File: config.mk
export PLATFORM = sky130hd
export DESIGN_NAME = aes_v1_round_seq_flat
export DESIGN_NICKNAME = d
export VERILOG_FILES = /design/src/rtl/aes_v1_round_seq_if.sv /design/src/rtl/aes_v1_round_seq.sv /design/src/flat_wrapper.sv
export SDC_FILE = /design/constraint.sdc
export NUM_CORES = 1
export LEC_CHECK = 0
export BUFFER_PORTS_ARGS = -buffer_cell sky130_fd_sc_hd__buf_2
export CELL_PAD_IN_SITES_DETAIL_PLACEMENT = 1
export CELL_PAD_IN_SITES_GLOBAL_PLACEMENT = 1
export CORE_MARGIN = 10
export CORE_UTILIZATION = 45
export CTS_CLUSTER_DIAMETER = 30
export DETAILED_ROUTE_END_ITERATION = 12
export PLACE_DENSITY_LB_ADDON = 0.08
export SLEW_MARGIN = 20
export SYNTH_ARGS = -nofsm -noshare
export SYNTH_HDL_FRONTEND = slang
export SYNTH_SLANG_ARGS = --single-unit
File: constraint.sdc
create_clock -name g_clk -period 8.9 [get_ports g_clk]
set_input_delay 1.78 -clock g_clk [delete_from_list [all_inputs] [get_ports g_clk]]
set_output_delay 1.78 -clock g_clk [all_outputs]
set_load 0.005 [all_outputs]
File: src/rtl/aes_v1_round_seq_if.sv
// Signal bundle between the AES round sequencer, its requester, the 32-bit
// SubBytes/MixColumns unit and the result consumer. dbg_state mirrors the sequencer FSM.
interface aes_v1_round_seq_if;
    // Every handshake here (in, req/rsp, out) transfers on a rising edge where
    // valid and ready are both high; a source holds its payload stable until then.
    logic         in_valid;
    logic         in_ready;
    logic         in_dec;
    logic         in_final;
    logic [127:0] in_state;
    logic [127:0] in_key;
    logic         req_valid;
    logic         req_dec;
    logic         req_mix;
    logic [31:0]  req_rs1;
    logic         rsp_ready;
    logic [31:0]  rsp_rd;
    logic         out_valid;
    logic         out_ready;
    logic [127:0] out_state;
    logic         busy;
    logic [1:0]   dbg_state;

    modport master (
        output in_valid, in_dec, in_final, in_state, in_key,
        output rsp_ready, rsp_rd, out_ready,
        input  in_ready, req_valid, req_dec, req_mix, req_rs1,
        input  out_valid, out_state, busy, dbg_state
    );

    modport slave (
        input  in_valid, in_dec, in_final, in_state, in_key,
        input  rsp_ready, rsp_rd, out_ready,
        output in_ready, req_valid, req_dec, req_mix, req_rs1,
        output out_valid, out_state, busy, dbg_state
    );
endinterface

File: src/rtl/aes_v1_round_seq.sv
// One AES round (encrypt, or decrypt when AES_ROUND_SEQ_DECRYPT_EN is defined) sequenced
// over an external 32-bit SubBytes/MixColumns unit; ShiftRows and AddRoundKey are local.
module aes_v1_round_seq #(
    parameter int NWORDS = 4
) (
    input  logic              g_clk,
    input  logic              g_reset,
    aes_v1_round_seq_if.slave bus
);

    typedef enum logic [1:0] {
        IDLE = 2'd0,
        SUB  = 2'd1,
        MIX  = 2'd2,
        DONE = 2'd3
    } state_e;

    localparam logic [1:0] LAST_COL = 2'(NWORDS - 1);

    state_e       fsm_q, fsm_d;
    logic [1:0]   col_q, col_d;
    logic [127:0] st_q, st_d;
    logic [127:0] key_q, key_d;
    logic [127:0] out_q, out_d;
    logic         dec_q, dec_d;
    logic         fin_q, fin_d;

    logic [127:0] st_w;
    logic [127:0] sr_w;

    // Row r of column c takes row r of column (c+r) mod 4.
    function automatic logic [127:0] shift_rows_enc(input logic [127:0] s);
        logic [127:0] r;
        r = '0;
        for (int c = 0; c < 4; c++) begin
            for (int rr = 0; rr < 4; rr++) begin
                r[32*c + 8*rr +: 8] = s[32*((c + rr) % 4) + 8*rr +: 8];
            end
        end
        return r;
    endfunction

`ifdef AES_ROUND_SEQ_DECRYPT_EN
    // Row r of column c takes row r of column (c-r) mod 4.
    function automatic logic [127:0] shift_rows_dec(input logic [127:0] s);
        logic [127:0] r;
        r = '0;
        for (int c = 0; c < 4; c++) begin
            for (int rr = 0; rr < 4; rr++) begin
                r[32*c + 8*rr +: 8] = s[32*((c + 4 - rr) % 4) + 8*rr +: 8];
            end
        end
        return r;
    endfunction
`else
    logic unused_in_dec;
    assign unused_in_dec = bus.in_dec;
`endif

    always_ff @(posedge g_clk) begin
        if (g_reset) begin
            fsm_q <= IDLE;
            col_q <= 2'd0;
            st_q  <= '0;
            key_q <= '0;
            out_q <= '0;
            dec_q <= 1'b0;
            fin_q <= 1'b0;
        end else begin
            fsm_q <= fsm_d;
            col_q <= col_d;
            st_q  <= st_d;
            key_q <= key_d;
            out_q <= out_d;
            dec_q <= dec_d;
            fin_q <= fin_d;
        end
    end

    always_comb begin
        fsm_d = fsm_q;
        col_d = col_q;
        st_d  = st_q;
        key_d = key_q;
        out_d = out_q;
        dec_d = dec_q;
        fin_d = fin_q;

        // Working copy with the unit's answer dropped into the current column.
        st_w = st_q;
        st_w[32*col_q +: 32] = bus.rsp_rd;

        // End-of-SubBytes transform: ShiftRows plus any key XOR due at this edge.
`ifdef AES_ROUND_SEQ_DECRYPT_EN
        sr_w = dec_q ? shift_rows_dec(st_w) : shift_rows_enc(st_w);
        if (dec_q || fin_q) begin
            sr_w = sr_w ^ key_q;
        end
`else
        sr_w = shift_rows_enc(st_w);
        if (fin_q) begin
            sr_w = sr_w ^ key_q;
        end
`endif

        case (fsm_q)
            IDLE: begin
                if (bus.in_valid) begin
                    st_d  = bus.in_state;
                    key_d = bus.in_key;
`ifdef AES_ROUND_SEQ_DECRYPT_EN
                    dec_d = bus.in_dec;
`else
                    dec_d = 1'b0;
`endif
                    fin_d = bus.in_final;
                    col_d = 2'd0;
                    fsm_d = SUB;
                end
            end
            SUB: begin
                if (bus.rsp_ready) begin
                    if (col_q == LAST_COL) begin
                        col_d = 2'd0;
                        st_d  = sr_w;
                        if (fin_q) begin
                            out_d = sr_w;
                            fsm_d = DONE;
                        end else begin
                            fsm_d = MIX;
                        end
                    end else begin
                        st_d  = st_w;
                        col_d = col_q + 2'd1;
                    end
                end
            end
            MIX: begin
                if (bus.rsp_ready) begin
                    if (col_q == LAST_COL) begin
                        col_d = 2'd0;
`ifdef AES_ROUND_SEQ_DECRYPT_EN
                        st_d  = dec_q ? st_w : (st_w ^ key_q);
`else
                        st_d  = st_w ^ key_q;
`endif
                        out_d = st_d;
                        fsm_d = DONE;
                    end else begin
                        st_d  = st_w;
                        col_d = col_q + 2'd1;
                    end
                end
            end
            DONE: begin
                if (bus.out_ready) begin
                    col_d = 2'd0;
                    fsm_d = IDLE;
                end
            end
            default: begin
                fsm_d = IDLE;
                col_d = 2'd0;
            end
        endcase
    end

    // Request fields come straight from registers, so they stay put while the unit stalls.
    always_comb begin
        bus.in_ready  = (fsm_q == IDLE);
        bus.busy      = (fsm_q != IDLE);
        bus.req_valid = (fsm_q == SUB) || (fsm_q == MIX);
        bus.req_mix   = (fsm_q == MIX);
        bus.req_dec   = bus.req_valid & dec_q;
        bus.req_rs1   = bus.req_valid ? st_q[32*col_q +: 32] : 32'd0;
        bus.out_valid = (fsm_q == DONE);
        bus.out_state = out_q;
        bus.dbg_state = fsm_q;
    end

endmodule

File: src/flat_wrapper.sv
// flat-port wrapper written by rule: the top's interface ports become plain ports
module aes_v1_round_seq_flat 
#(
    parameter int NWORDS = 4
)
  (g_clk, g_reset, bus_in_valid, bus_in_dec, bus_in_final, bus_in_state, bus_in_key, bus_rsp_ready, bus_rsp_rd, bus_out_ready, bus_in_ready, bus_req_valid, bus_req_dec, bus_req_mix, bus_req_rs1, bus_out_valid, bus_out_state, bus_busy, bus_dbg_state);
  aes_v1_round_seq_if bus_i ();
  input  logic g_clk;
  input  logic g_reset;
  input wire logic [$bits(bus_i.in_valid)-1:0] bus_in_valid;
  input wire logic [$bits(bus_i.in_dec)-1:0] bus_in_dec;
  input wire logic [$bits(bus_i.in_final)-1:0] bus_in_final;
  input wire logic [$bits(bus_i.in_state)-1:0] bus_in_state;
  input wire logic [$bits(bus_i.in_key)-1:0] bus_in_key;
  input wire logic [$bits(bus_i.rsp_ready)-1:0] bus_rsp_ready;
  input wire logic [$bits(bus_i.rsp_rd)-1:0] bus_rsp_rd;
  input wire logic [$bits(bus_i.out_ready)-1:0] bus_out_ready;
  output wire logic [$bits(bus_i.in_ready)-1:0] bus_in_ready;
  output wire logic [$bits(bus_i.req_valid)-1:0] bus_req_valid;
  output wire logic [$bits(bus_i.req_dec)-1:0] bus_req_dec;
  output wire logic [$bits(bus_i.req_mix)-1:0] bus_req_mix;
  output wire logic [$bits(bus_i.req_rs1)-1:0] bus_req_rs1;
  output wire logic [$bits(bus_i.out_valid)-1:0] bus_out_valid;
  output wire logic [$bits(bus_i.out_state)-1:0] bus_out_state;
  output wire logic [$bits(bus_i.busy)-1:0] bus_busy;
  output wire logic [$bits(bus_i.dbg_state)-1:0] bus_dbg_state;
  assign bus_i.in_valid = bus_in_valid;
  assign bus_i.in_dec = bus_in_dec;
  assign bus_i.in_final = bus_in_final;
  assign bus_i.in_state = bus_in_state;
  assign bus_i.in_key = bus_in_key;
  assign bus_i.rsp_ready = bus_rsp_ready;
  assign bus_i.rsp_rd = bus_rsp_rd;
  assign bus_i.out_ready = bus_out_ready;
  assign bus_in_ready = bus_i.in_ready;
  assign bus_req_valid = bus_i.req_valid;
  assign bus_req_dec = bus_i.req_dec;
  assign bus_req_mix = bus_i.req_mix;
  assign bus_req_rs1 = bus_i.req_rs1;
  assign bus_out_valid = bus_i.out_valid;
  assign bus_out_state = bus_i.out_state;
  assign bus_busy = bus_i.busy;
  assign bus_dbg_state = bus_i.dbg_state;
  aes_v1_round_seq #(.NWORDS(NWORDS)) u_core (.g_clk(g_clk), .g_reset(g_reset), .bus(bus_i));
endmodule
* Word-level counts from Yosys, hierarchy flattened *
Cells that the tools add are included.

word-level totals
  flip-flop bits (word level) = 389
  input port bits = 295
  output and inout port bits = 168
  logic and storage cells = 63

cells by class
  add/sub/neg operators = 2
  equality and inequality tests = 12
  shifts and indexed selects = 3
  mux-type cells = 27
  bitwise gates (word level) = 2
  reduce and logical (&&, ||, !) cells = 11

operators by type and width
  kind                         number
  $mux W128                    11
  $pmux W128 S3                1
  $pmux W128 S2                1
  $xor A128 B128 Y128          2
  $bwmux W128                  1
  $shift A32 B34 Y128 const A  1
  $shiftx A128 B8 Y32          1
  $shiftx A32 B34 Y128         1
  $neg A7 Y34                  1
  $mux W32                     1
  $mux W2                      9
  $reduce_and A6 Y1            2
  $ne A2 B1 Y1 const B         4
  $ne A2 B2 Y1 const B         4
  $pmux W2 S4                  1
  $eq A2 B2 Y1 const B         3
  $pmux W2 S3                  1
  $reduce_and A4 Y1            1
  $reduce_bool A2 Y1           2
  $reduce_and A3 Y1            1
  $reduce_bool A3 Y1           1
  $add A2 B1 Y2 const B        1
  $eq A2 B1 Y1 const B         1
  $logic_not A2 Y1             1
  other kinds (4)              4

* Longest topological paths before layout *
Gate-level depths: netlist of run 1.

  word-level depth = 9
  gate-level depth with buffers = 13
  depth with buffers taken out = 7

* Worst setup path before layout of run 1 *
OpenSTA, ideal clock, no wires.

  kind = register to output
  start = reg u_core.fsm_q[0], in the netlist u_core.bus.dbg_state[0]
  end = out bus_req_rs1[10]
  arrival = 2.109 ns
  required time = 7.120 ns
  slack = 5.011 ns
  cell stages (with the launch flop) = 9
  path buffers = 5
  path through = dfxtp_1 inv_1 ha_1 clkbuf_1 clkbuf_1 clkbuf_1 clkbuf_1 clkbuf_1 and2_1

between the ends
  cells in the longest elaborated chain, start to end = 3
  elaborated cells on any way between the ends = 4
  those cells by class = eq/ne (2); mux (1); reduce/logical (1)

RTL lines
  element                                              RTL line                 source
  from (decl)                                          aes_v1_round_seq.sv:20   state_e fsm_q, fsm_d;
  from (signal assigned)                               aes_v1_round_seq.sv:70   fsm_q <= fsm_d;
  $eq A2 B1 Y1 / $eq A2 B2 Y1 (equally long branches)  aes_v1_round_seq.sv:172  bus.req_valid = (fsm_q == SUB) || (fsm_q == MIX);
  $logic_or A1 B1 Y1 *                                 aes_v1_round_seq.sv:172
  via bus_req_valid                                    flat_wrapper.sv:19       output wire logic [$bits(bus_i.req_valid)-1:0] bus_req_valid;
  $mux W32 *                                           aes_v1_round_seq.sv:175  bus.req_rs1 = bus.req_valid ? st_q[32*col_q +: 32] : 32'd0;
  to (decl)                                            flat_wrapper.sv:22       output wire logic [$bits(bus_i.req_rs1)-1:0] bus_req_rs1;

Mark *: on every way through the listed nets, which the timed path passes. The rest lies on a longest branch.

* Worst setup path in the final report of run 1 *
  start = reg u_core.fsm_q[1], in the netlist u_core.bus.dbg_state[1]
  end = out bus_req_rs1[25]

between the ends
  cells in the longest elaborated chain, start to end = 3
  elaborated cells on any way between the ends = 4
  those cells by class = eq/ne (2); mux (1); reduce/logical (1)

RTL lines
  element                                              RTL line
  $eq A2 B1 Y1 / $eq A2 B2 Y1 (equally long branches)  aes_v1_round_seq.sv:172
  $logic_or A1 B1 Y1 *                                 aes_v1_round_seq.sv:172
  $mux W32 *                                           aes_v1_round_seq.sv:175

Mark *: on every way between the ends. The rest lies on a longest branch, timed or not.

==> results by group, run 1 <==
Final layout
  – Commonest non-fill, non-tap cells in the layout: nand2_1, buf_2, dfxtp_1, a21oi_1, o21ai_0
  – Final Non-Filler Cells: 4,525
  – Most common cell after layout, fill and taps aside: nand2_1
  – Layout area overhead: 26.0%
  – Nets: 3,962
  – Finished Cell Area: 32,500 um2
  – Post-layout util: 57.4%
  – Sequential cell area: 7800 um2
  – Area occupied by multi-input gates: 16,500 um2
  – Layout cells sized above 1: 23.7%
  – Fillers: 6,961

Timing
  – Measured slew at the worst slew-check pin: 1.18 ns
  – Final Skew: 0.0211 ns
  – Fin. max-slew vios: 0
  – Min Tclk post-route: 5.39 ns
  – Setup Viol. Count Final: 0
  – Worst slew margin: 20.5%
  – Period Utilization, post-route: 60.6%
  – Fin. Hold Viols: 0
  – RSZ-0062 raised after global routing: no
  – Final TNS setup: 0 ns
  – Fmax: 185 MHz

Pwr
  – Maximum vdd drop: 0.285 mV
  – Leak: 12.1 nW
  – Power Dens Cells: 413 nW/um2

Critical path
  – CP cell instances: inv_1, ha_4, buf_4, buf_4, and2_1, buf_2
  – Worst R2R Start: u_core.bus.dbg_state[1]
  – Reg2Reg Depth: 9
  – CP Buf/Inv Count: 4
  – Crit Reg-Reg Endpoint: u_core.st_q[8]
  – Worst path arrival time: 3.61 ns
  – Critical path fanouts, max: 57
  – WP data required: 7.12 ns
  – Crit. End Element: primary output
  – Delay-heaviest family, CP: buffers and inverters
  – CP Launch Type: flip-flop
  – Most frequent cell on the critical path: buf_4
  – Register-to-Register Setup Slack: 4.19 ns
  – Setup CP Type: reg2out
  – Slowest CP cell: buf_4
  – Slowest stage delay, CP: 0.64 ns

Drt
  – Pre-antenna DRT Iters: 8
  – Total wire length: 132,000 um
  – Vias per cell: 6.58
  – Initial DRC count: 3,197
  – Final ANT Viol Nets: 0
  – Total number of vias: 29,800
  – DRC viols: 0
  – Post-DR wirelength/cell: 29.2 um

GRT
  – Initial antenna violation count: 18
  – GR Util met2: 59.3%
  – Grt peak-use layer: met2
  – Largest net degree at the start of global routing: 178
  – Global Route Usage Sum: 37.4%
  – Total gr overflow: 0
  – GR Util met3: 9.28%
  – GRT met1 Usage: 45.5%
  – Via count of the first global-routing pass: 30,900
  – First-pass GRT wire length: 195,000 um

Synth
  – Distinct cells, synth: 82
  – Async S/R FF share, synth: 0%
  – Syn_nets: 3,667
  – Cells after Synth: 3,362
  – Most used DFF post-synth: dfxtp_1
  – #FFs+latches synth: 389
  – Mean Syn Cell Area: 7.67 um2
  – Sequential share of the synthesized area: 30.2%
  – Yosys warning total: 0
  – Mapped Area: 25,800 um2
  – Post-synth EDFFs: 0

Clock network
  – CTS tree: yes
  – Clock tree buffer depth: 3
  – CTS Hold Bufs: 0
  – Clock root buffer: clkbuf_16
  – CTS sink count: 389
  – CTS clk-pin slew, worst paths: 0.05 ns
  – Post-cts resize count: 0
  – Worst skew pair latency: 0.68 ns
  – Setup Buffers After CTS: 0
  – Number of buffers created by CTS: 119
  – H-tree depth: 3

Placed design
  – Cell total after placement: 4,292
  – Port Buf Inserts: 460
  – HPWL Detailed: 86,700 um
  – Area after DPL: 28,200 um2
  – Routability congestion estimate from global placement: 0.935

Worst hold path
  – Hold path cells: 2
  – HP Class: reg2reg
  – Hold path endpoint: u_core.bus.out_state[65]
  – Hold path start: u_core.bus.out_state[65]

Die
  – Die X: 259 um
  – Row cnt: 87
  – Initial Utilization: 45.6%
  – I/O Pins: 463
  – Die area: 67,300 um2
  – Die height: 259 um
  – Total core area: 56,600 um2

Status
  – Status: finished, final reports clean

Run
  – Max Cap Viol: 0
[tightest hold or removal path: stages, from the launching register on]
cell	delay, ns
dfxtp_1	0.30
nand2_1	0.05
a21oi_1	0.05
[layer usage]
metal,routed length [um],vias up
met5,76,-
met1,51100,14800
met2,60400,1807
met3,13100,433
li1,-,12700
met4,7660,12
[power by group]
group | internal, mW | leakage [nW] | switching [mW]
clock network | 3.20 | 2.10 | 1.35
registers | 2.13 | 3.18 | 0.585
logic | 2.01 | 6.86 | 4.14
total | 7.34 | 12.1 | 6.07
[worst max-delay path by stage]
stage / slack (ns) / startpoint / endpoint / depth (start not counted)
after floorplan: 5.01 / u_core.bus.dbg_state[0] / bus_req_rs1[10] / 8
after global placement: 4.16 / bus_in_valid / u_core.st_q[8] / 7
after detailed placement: 4.03 / bus_in_valid / u_core.st_q[8] / 7
after CTS: 3.60 / u_core.bus.dbg_state[0] / bus_req_rs1[25] / 6
after global routing: 3.45 / u_core.bus.dbg_state[1] / bus_req_rs1[25] / 6
final: 3.51 / u_core.bus.dbg_state[1] / bus_req_rs1[25] / 6
[flip-flops by register name, indices dropped and copies added (netlist names)]
name                  cells
u_core.key_q            128
u_core.st_q             128
u_core.fin_q              1
u_core.bus.out_state    128
u_core.bus.dbg_state      2
u_core.col_q              2
[cell usage after synthesis, types with 9 or more instances]
master	n	area (um2)
nand2_1	625	2350
dfxtp_1	389	7790
a21oi_1	362	1810
clkbuf_1	235	882
o21ai_0	216	1080
nor2_1	161	604
xor2_1	149	1310
a221oi_1	148	1300
xnor2_1	119	1040
nor2b_1	93	582
inv_1	63	236
nor3_1	62	310
buf_2	56	280
and2_1	48	300
nand3_1	46	230
a211oi_1	36	270
a31oi_1	32	200
mux4_2	32	721
a22oi_1	28	210
or3_1	27	169
nor4_1	25	156
a22oi_2	23	288
buf_1	22	82.6
a2111oi_2	18	270
o211ai_1	18	135
a2111oi_1	17	170
o21ai_1	17	85.1
o22ai_1	17	106
a31oi_4	14	298
mux2_2	14	158
mux2i_1	14	140
a21o_1	11	82.6
a311oi_1	11	96.3
buf_4	11	82.6
ha_1	10	125
nand3b_1	10	75.1
nand4_1	10	62.6
a31o_2	9	78.8
[logic make-up (layout without fill, tap and decap cells)]
group	Yosys count	in the layout	synth area share, %
DFF	389	389	30.2
buffers and inverters	397	794	6.44
AOI/OAI and AO/OA	1092	1092	29.9
other	1	11	0.0145
xor gates and xnor gates	268	268	9.10
muxes	60	60	3.95
adders and majority gates	10	10	0.485
and+or+nand+nor	1145	1145	19.9
[stage by stage]
step | power, mW | worst slack (ns) | hold slack, ns
detailed placement | 8.57 | 4.03 | 0.444
floorplan | 6.60 | 5.01 | 0.432
global route | 13.9 | 3.45 | 0.473
global placement | 8.35 | 4.16 | 0.439
CTS | 13.2 | 3.60 | 0.455
finish | 13.4 | 3.51 | 0.451
[cell type report]
class,count,share of cell area (%)
clock buffers,160,10.4
inverters,65,0.758
well taps,756,2.91
multi-input cells,2576,50.8
repair buffers,506,8.23
clock inverters,63,2.81
diodes,10,0.0770
flip-flops and latches,389,24.0
Note: power is estimated with default switching activity, not from simulation.
==> run 2: changes to the inputs <==
ABC_AREA = 1   (was unset)
CORE_UTILIZATION = 39   (was 45)
clock period = 5.4 ns   (was 8.9 ns; I/O delays follow)
==> results by group, run 2 <==
Clock network
  – Worst skew pair latency: 0.71 ns
  – CTS clk-pin slew, worst paths: 0.04 ns
  – Clock root buffer: clkbuf_16
  – H-tree depth: 4
  – Number of buffers created by CTS: 130
  – Clock tree buffer depth: 3
  – CTS sink count: 389
  – Setup Buffers After CTS: 0
  – Post-cts resize count: 0
  – CTS tree: yes
  – CTS Hold Bufs: 0

Pwr
  – Leak: 14.7 nW
  – Switch share: 46.9%
  – Maximum vdd drop: 0.590 mV
  – Sw Pwr: 9.90 mW
  – Sequential power share: 20.1%
  – Pwr Total: 21.1 mW
  – Power Dens Cells: 649 nW/um2
  – Clk pwr share: 33.5%
  – Logic gate share of total power: 46.4%
  – Internal power: 11.2 mW

Critical path
  – Delay-heaviest family, CP: buffers and inverters
  – Worst path arrival time: 3.12 ns
  – Crit Reg-Reg Endpoint: u_core.st_q[74]
  – Critical path fanouts, max: 20
  – Slowest stage delay, CP: 0.51 ns
  – CP Launch Type: flip-flop
  – CP cell instances: clkinv_1, buf_4, a21oi_1, o21ai_0, a21oi_1, buf_2
  – CP Buf/Inv Count: 3
  – Worst R2R Start: u_core.col_q[0]
  – Most frequent cell on the critical path: a21oi_1
  – Register-to-Register Setup Slack: 1.43 ns
  – Reg2Reg Depth: 13
  – WP data required: 4.32 ns
  – Setup CP Type: reg2out
  – Crit. End Element: primary output
  – CP Depth: 6
  – Slowest CP cell: clkinv_1

Final layout
  – Sequential cell area: 7790 um2
  – Post-layout util: 50.3%
  – Area occupied by multi-input gates: 15,500 um2
  – Layout area overhead: 27.3%
  – Fillers: 8,814
  – Most common cell after layout, fill and taps aside: nand2_1
  – Commonest non-fill, non-tap cells in the layout: nand2_1, o21ai_0, a21oi_1, buf_2, nand3_1
  – Nets: 4,882
  – Layout cells sized above 1: 16.0%
  – Final Non-Filler Cells: 5,530

Synth
  – Most frequent cell after synthesis: nand2_1
  – Synth area leader: dfxtp_1
  – #FFs+latches synth: 389
  – Yosys top cell area share: 30.5%
  – Top post-synthesis cells by area: dfxtp_1, nand2_1, o21ai_0
  – Sequential share of the synthesized area: 30.5%
  – Most used DFF post-synth: dfxtp_1
  – Top cells by count, synth: nand2_1, o21ai_0, a21oi_1
  – Syn_nets: 4,544
  – Mapped Area: 25,500 um2
  – Yosys warning total: 0
  – Mean Syn Cell Area: 6.03 um2
  – Async S/R FF share, synth: 0%
  – Distinct cells, synth: 35
  – Cells after Synth: 4,239
  – Post-synth EDFFs: 0

Worst hold path
  – Hold path endpoint: u_core.st_q[33]
  – Hold path cells: 2
  – HP Class: reg2reg
  – Hold path start: u_core.st_q[33]

Die
  – Total core area: 64,700 um2
  – Die X: 276 um
  – Initial Utilization: 39.5%
  – I/O Pins: 463
  – Row cnt: 93
  – Die height: 276 um
  – Die area: 76,100 um2

GRT
  – Via count of the first global-routing pass: 32,800
  – Largest net degree at the start of global routing: 233
  – First-pass GRT wire length: 202,000 um
  – Global Route Usage Sum: 34.7%
  – Total gr overflow: 0
  – Initial antenna violation count: 16

Timing
  – Min Tclk post-route: 4.20 ns
  – Period Utilization, post-route: 77.8%
  – Fmax: 238 MHz
  – Fin. Hold Viols: 0
  – Final TNS setup: 0 ns
  – RSZ-0062 raised after global routing: no
  – Measured slew at the worst slew-check pin: 1.02 ns
  – Worst slew margin: 31.3%
  – Fin. max-slew vios: 0
  – Final Skew: 0.0277 ns
  – Setup Viol. Count Final: 0
  – Hold Slack: 0.483 ns

Run
  – Max Cap Viol: 0

Placed design
  – HPWL Detailed: 91,800 um
  – Cell total after placement: 5,299
  – Routability congestion estimate from global placement: 0.954
  – Port Buf Inserts: 460

Drt
  – Pre-antenna DRT Iters: 5
  – Initial DRC count: 2,709
  – Total number of vias: 32,200
  – Final ANT Viol Nets: 0
  – Vias per cell: 5.83
  – Total wire length: 137,000 um
  – Post-DR wirelength/cell: 24.8 um
  – DRC viols: 0

Status
  – Status: finished, final reports clean
## run 2: cell count changes in the layout (fill, tap and decap cells not counted), moves of 60 or more
cell / previous run / this run
nand2_1: 624 / 1072
nand3_1: 45 / 455
o21ai_0: 216 / 497
nor2_1: 157 / 373
inv_1: 61 / 266
a221oi_1: 147 / 0
a21oi_1: 362 / 487
xor2_1: 149 / 51
nor2b_1: 93 / 0
o211ai_1: 18 / 83
nor3_1: 61 / 1
## run 2: kinds of logic (layout without fill, tap and decap cells)
logic type                 after synthesis  count (layout)  synth area share (%)
AOI/OAI and AO/OA                     1184            1184                  24.7
xor gates and xnor gates               131             131                  4.49
adders and majority gates               10              10                 0.490
buffers and inverters                  601            1032                  9.06
DFF                                    389             389                  30.5
other                                    1               6                0.0147
and+or+nand+nor                       1923            1923                  30.8
## run 2: worst register-to-register path: stages (launching register included)
cell	delay (ns)
dfxtp_4	0.43
inv_2	0.29
buf_4	0.54
ha_2	0.74
nand2_1	0.52
o21ai_0	0.26
nand2_1	0.33
xnor2_1	0.24
nand2_1	0.11
nand2_1	0.11
nand2_1	0.06
nand2_1	0.09
nand2_1	0.05
a21oi_1	0.12
## run 2: how the worst max path moves through the flow
| stage | startpoint | end | slack, ns |
|---|---|---|---|
| CTS | u_core.col_q[1] | bus_req_rs1[18] | 1.25 |
| finish | u_core.col_q[1] | bus_req_rs1[14] | 1.20 |
| global placement | u_core.col_q[1] | u_core.st_q[42] | 1.69 |
| detailed placement | u_core.col_q[1] | u_core.st_q[42] | 1.67 |
| global route | u_core.col_q[0] | bus_req_rs1[7] | 1.16 |
| floorplan | u_core.bus.dbg_state[0] | bus_req_rs1[10] | 2.51 |
## run 2: power groups by stage
stage / Clock [mW] / Combinational (mW) / Sequential [mW]
after global routing: 7.29 / 10.7 / 4.30
final: 7.07 / 9.79 / 4.24
after CTS: 7.10 / 9.62 / 4.21
after floorplan: 0 / 6.29 / 3.97
after global placement: 0 / 9.33 / 4.22
after detailed placement: 0 / 9.50 / 4.24
## run 2: layout make-up
cell class | count | area share (%)
multi-input combinational | 3249 | 47.7
inverter | 281 | 3.30
sequential | 389 | 24.0
clock inverter | 26 | 0.681
antenna | 5 | 0.0385
tap | 855 | 3.29
clock buffer | 199 | 12.0
timing repair buffer | 526 | 8.97
## run 2: per-layer routing
layer	global-route usage, %	share of wire (%)	routed length [um]
met1	39.5	38	51900
met2	58.1	48	65200
met3	8.20	8.3	11400
met4	21.7	6.3	8620
met5	0	0.090	124
## run 2: metrics by stage
step | setup WS, ns | area, um2
floorplan | 2.51 | 25500
global placement | 1.69 | 28300
detailed placement | 1.67 | 28300
CTS | 1.25 | 32500
global route | 1.16 | 32500
finish | 1.20 | 32500
